===== src/rtl/divide_seq.sv =====
// Sequential unsigned restoring divider: one quotient bit per clock behind a
// start/busy/done handshake, with a divide-by-zero shortcut.
//
// state    | meaning
// ---------+----------------------------------------------------------------
// S_IDLE   | waiting for start; operands latched on accept
// S_DIVIDE | one restoring shift/subtract step per cycle, WIDTH steps
// S_DONE   | one-cycle done pulse; result registers already hold the answer
module divide_seq #(
   parameter int WIDTH = 32
) (
   input  logic             clk,
   input  logic             reset,
   input  logic             start,
   input  logic [WIDTH-1:0] dividend_in,
   input  logic [WIDTH-1:0] divisor_in,
   output logic             busy,
   output logic             done,
   output logic [WIDTH-1:0] quotient_out,
   output logic [WIDTH-1:0] remainder_out,
   output logic             div_by_zero
);

   localparam int CNT_W = (WIDTH > 1) ? $clog2(WIDTH) : 1;
   localparam logic [CNT_W-1:0] LAST_STEP = CNT_W'(WIDTH - 1);

   localparam logic [1:0] S_IDLE   = 2'd0;
   localparam logic [1:0] S_DIVIDE = 2'd1;
   localparam logic [1:0] S_DONE   = 2'd2;

   logic [1:0]       state_q, state_d;
   logic [WIDTH:0]   rem_q, rem_d;
   logic [WIDTH-1:0] q_q, q_d;
   logic [WIDTH-1:0] divisor_q, divisor_d;
   logic [CNT_W-1:0] count_q, count_d;
   logic [WIDTH-1:0] quot_q, quot_d;
   logic [WIDTH-1:0] remo_q, remo_d;
   logic             dbz_q, dbz_d;
   logic             done_q, done_d;

   logic [WIDTH:0]   shifted;
   logic             ge;
   logic [WIDTH:0]   step_rem;
   logic [WIDTH-1:0] step_q;

   always_comb begin
      shifted  = {rem_q[WIDTH-1:0], q_q[WIDTH-1]};
      ge       = (shifted >= {1'b0, divisor_q});
      step_rem = ge ? (shifted - {1'b0, divisor_q}) : shifted;
      step_q   = {q_q[WIDTH-2:0], ge};
   end

   // Result registers are loaded on the edge that enters S_DONE so they are
   // already valid while done is high.
   always_comb begin
      state_d   = state_q;
      rem_d     = rem_q;
      q_d       = q_q;
      divisor_d = divisor_q;
      count_d   = count_q;
      quot_d    = quot_q;
      remo_d    = remo_q;
      dbz_d     = dbz_q;
      done_d    = 1'b0;
      case (state_q)
         S_IDLE: begin
            if (start) begin
               divisor_d = divisor_in;
               q_d       = dividend_in;
               rem_d     = '0;
               count_d   = '0;
               if (divisor_in == '0) begin
                  state_d = S_DONE;
                  done_d  = 1'b1;
                  quot_d  = '1;
                  remo_d  = dividend_in;
                  dbz_d   = 1'b1;
               end else begin
                  state_d = S_DIVIDE;
               end
            end
         end
         S_DIVIDE: begin
            rem_d   = step_rem;
            q_d     = step_q;
            count_d = count_q + 1'b1;
            if (count_q == LAST_STEP) begin
               state_d = S_DONE;
               done_d  = 1'b1;
               quot_d  = step_q;
               remo_d  = step_rem[WIDTH-1:0];
               dbz_d   = 1'b0;
            end
         end
         S_DONE:  state_d = S_IDLE;
         default: state_d = S_IDLE;
      endcase
   end

   always_ff @(posedge clk) begin
      if (reset) begin
         state_q   <= S_IDLE;
         rem_q     <= '0;
         q_q       <= '0;
         divisor_q <= '0;
         count_q   <= '0;
         quot_q    <= '0;
         remo_q    <= '0;
         dbz_q     <= 1'b0;
         done_q    <= 1'b0;
      end else begin
         state_q   <= state_d;
         rem_q     <= rem_d;
         q_q       <= q_d;
         divisor_q <= divisor_d;
         count_q   <= count_d;
         quot_q    <= quot_d;
         remo_q    <= remo_d;
         dbz_q     <= dbz_d;
         done_q    <= done_d;
      end
   end

   assign busy          = (state_q != S_IDLE);
   assign done          = done_q;
   assign quotient_out  = quot_q;
   assign remainder_out = remo_q;
   assign div_by_zero   = dbz_q;

endmodule


===== config.mk =====
export PLATFORM = sky130hd
export DESIGN_NAME = divide_seq
export DESIGN_NICKNAME = d
export VERILOG_FILES = /design/src/rtl/divide_seq.sv
export SDC_FILE = /design/constraint.sdc
export NUM_CORES = 1
export LEC_CHECK = 0
export ABC_AREA = 1
export ABC_CLOCK_PERIOD_IN_PS = 2700
export CAP_MARGIN = 5
export CORE_UTILIZATION = 35
export DETAILED_ROUTE_END_ITERATION = 7
export PLACE_DENSITY_LB_ADDON = 0.2
export SLEW_MARGIN = 20
export SYNTH_ARGS = -nofsm -noshare
export SYNTH_HDL_FRONTEND = slang
export SYNTH_SLANG_ARGS = --single-unit

===== constraint.sdc =====
create_clock -name clk -period 2.7 [get_ports clk]
set_input_delay 0.405 -clock clk [delete_from_list [all_inputs] [get_ports clk]]
set_output_delay 0.405 -clock clk [all_outputs]
set_load 0.01 [all_outputs]

==> summary.md <==
| Metric | Value |
|---|---|
| Placer Congestion | 0.879 |
| Inst Count DP | 2,112 |
| Seq/Total Area, Yosys | 32.5% |
| Later-pin clock latency in the skew report | 0.44 ns |
| Lkg Pwr | 0.00674 µW |
| Setup Viol. Count Final | 0 |
| Fin. Hold Viols | 0 |
| Non-filler instance count after layout | 2,144 |
| Avg Inst Size Synth | 6.35 µm² |
| Synthesis-to-layout area growth | 22.4% |
| Power Density | 596 nW/µm² |
| Setup Buffers After CTS | 0 |
| Core ar. | 29,000 µm² |
| Startpoint Class | flop |
| DR iter-0 viols | 657 |
| Residual DRC | 0 |
| IO Port Bufs | 133 |
| Flop pwr share | 35.9% |
| Peak VDD IR | 419 µV |
| Die area | 30,500 µm² |
| Initial antenna violation count | 0 |
| CTS Buffer Depth | 2 |
| Row cnt | 62 |
| Tot GR Track Use | 20.9% |
| Synth Instances | 1,640 |
| Fraction of layout cells with a size suffix above 1 | 7.10% |
| Final cycle utilization of the critical path | 90.8% |
| # resized after CTS | 0 |
| FF+latch count, synth | 169 |
| DR pass1 iterations | 5 |
| Layout net count | 1,849 |
| Min Hold Slack | 0.461 ns |
| Comb pwr share | 30.4% |
| First-pass GRT wire length | 50.3 mm |
| DR WL/cell | 14.5 µm |
| MaxCap Viol Count | 0 |
| RSZ-0062 raised after global routing | false |
| # IOs | 134 |
| Via count | 10,200 |
| Largest net degree at the start of global routing | 80 |
| Crit-path max FO | 24 |
| Setup WS post-layout | 0.248 ns |
| WP data required | 3.08 ns |
| Worst-margin pin slew | 0.738 ns |
| Vias in the first global route | 9,567 |
| Slew headroom | 50.8% |
| Outcome | complete, no violations |
| Count of cell types in the netlist | 35 |
| Htree depth | 4 |
| Worst EP arrival | 2.83 ns |
| Setup slack at placement | 0.171 ns |
| Slew Limit Fails | 0 |
| Synthesized area | 10,400 µm² |
| Initial core utilization | 35.9% |
| FMAX | 0.408 GHz |
| Die Wd | 175 µm |
| Die extent in y | 175 µm |
| DP HPWL | 24.1 mm |
| Total congestion overflow | 0 |
| Sw frac | 38.9% |
| Diodes inserted | 0 |
| Warnings, synthesis | 0 |
| CTS root buffer | clkbuf_16 |
| Final ANT Viol Nets | 0 |
| Setup TNS | 0 ns |
| Routed wire length | 31.1 mm |
| Vias/cell | 4.75 |
| Crit. End Element | flop |
| Worst Hold Class | reg2reg |
| TritonCTS Buffers | 17 |
| Syn Nets | 1,742 |
| Hold Buf Count CTS | 0 |
| Clock-pin slew on the worst setup and hold paths | 0.07 ns |
| Crit Path Class | reg2reg |
| NetSw | 2960 µW |
| CTS tree | built |
| Period minus WS final | 2.45 ns |
| Fin Clk Skew | 0.0149 ns |
| Clk network pwr share | 33.7% |
| Internal power | 4640 µW |
| Clock Sinks | 169 |
## metal layers
layer	wire length (µm)	GRT usage (%)	vias up
met3	1160	2.62	21
met5	0	0	-
met1	14500	27.5	4607
li1	-	-	5341
met2	15000	36.1	207
met4	368	4.96	0
## Yosys cell counts
library cell | number | area, µm²
nand3_2 | 32 | 320
a21o_1 | 1 | 7.51
buf_2 | 23 | 115
o21ai_0 | 100 | 500
nand2_2 | 8 | 50.1
nand4_1 | 45 | 282
dfxtp_1 | 169 | 3380
o21bai_1 | 1 | 7.51
clkinv_1 | 2 | 7.51
nand2_8 | 1 | 20.0
buf_12 | 3 | 60.1
a221oi_1 | 1 | 8.76
buf_1 | 3 | 11.3
a31oi_1 | 31 | 194
o211ai_1 | 32 | 240
nand3b_1 | 1 | 7.51
buf_4 | 6 | 45.0
nor2_1 | 82 | 308
nor2_8 | 1 | 20.0
nor2_4 | 2 | 22.5
nand3_4 | 1 | 17.5
nand3_1 | 128 | 641
or2_2 | 2 | 12.5
nor2_2 | 10 | 62.6
nand2_1 | 417 | 1570
nor4_1 | 4 | 25.0
fa_1 | 1 | 20.0
clkbuf_1 | 37 | 139
and2_1 | 8 | 50.1
a21oi_1 | 54 | 270
inv_2 | 6 | 22.5
xor2_1 | 14 | 123
nor3_1 | 8 | 40.0
ha_1 | 34 | 425
inv_1 | 372 | 1400
## flip-flops by register name (all words and copies together), names as in the netlist
register and cells:
divisor_q 32, q_q 32, quotient_out 32, rem_q 32, remainder_out 32, count_q 5
state_q 2, div_by_zero 1, done 1
## logic make-up (layout without fill, tap and decap cells)
| logic type | after synthesis | after routing | synth area share [%] |
|---|---|---|---|
| flip-flops | 169 | 169 | 32.5 |
| adder cells (fa/ha/maj) | 35 | 35 | 4.27 |
| buffers and inverters | 452 | 572 | 17.2 |
| XOR/XNOR | 14 | 14 | 1.18 |
| AND/OR/NAND/NOR | 750 | 750 | 33.0 |
| AO/OA/AOI/OAI | 220 | 220 | 11.8 |
## worst paths after layout
kind,start,endpoint,slack (ns),depth (start not counted)
hold reg to reg,divisor_q[25],divisor_q[25],0.46,2
setup / recovery,rem_q[19],remainder_out[31],0.25,15
hold / removal,divisor_q[25],divisor_q[25],0.46,2
setup reg to reg,rem_q[19],remainder_out[31],0.25,15
## critical path, cell delays in order, from the launching register on
cell	delay, ns
dfxtp_1	0.36
ha_1	0.38
nand2_1	0.14
inv_1	0.05
nand2_1	0.06
nand2_1	0.07
nand2_1	0.07
nand2_1	0.07
nand2_1	0.07
nand3_2	0.12
nor2_8	0.24
buf_4	0.33
nand4_1	0.19
nand3_1	0.15
nand2_1	0.06
inv_1	0.05
## layout make-up
type	count	area, µm²
repair buffers	160	1610
well taps	384	480
inverters	380	1430
fillers	3084	16300
multi-input cells	1019	5250
clock inverters	14	168
clock buffers	18	439
flip-flops and latches	169	3380
## stage by stage
step / area [µm²] / utilization [%] / power [µW]
floorplan: 10400 / - / 4480
global placement: 12100 / 41.9 / 5090
detailed placement: 12100 / 41.9 / 5100
CTS: 12800 / 44.0 / 7660
global route: 12800 / 44.0 / 8060
finish: 12800 / 44.0 / 7600
## placed cells by master, fill, tap and decap left out, drive strengths merged, types with 8 or more instances in the layout
cell,instances
and2,8
xor2,14
clkdlybuf4s50,133
o21ai,100
clkbuf,18
dfxtp,169
a21oi,54
buf,27
nand3,161
a31oi,31
o211ai,32
nor2,95
nor3,8
nand2,426
ha,34
nand4,45
inv,388
## power by group through the flow
stage | registers, µW | logic, µW | clock network [µW]
2_1_floorplan | 2740 | 1740 | 0
3_3_place_gp | 2790 | 2300 | 0
3_5_place_dp | 2790 | 2310 | 0
4_1_cts | 2730 | 2320 | 2600
5_1_grt | 2740 | 2610 | 2710
6_report | 2730 | 2310 | 2560
(Power assumes the default switching activity.)
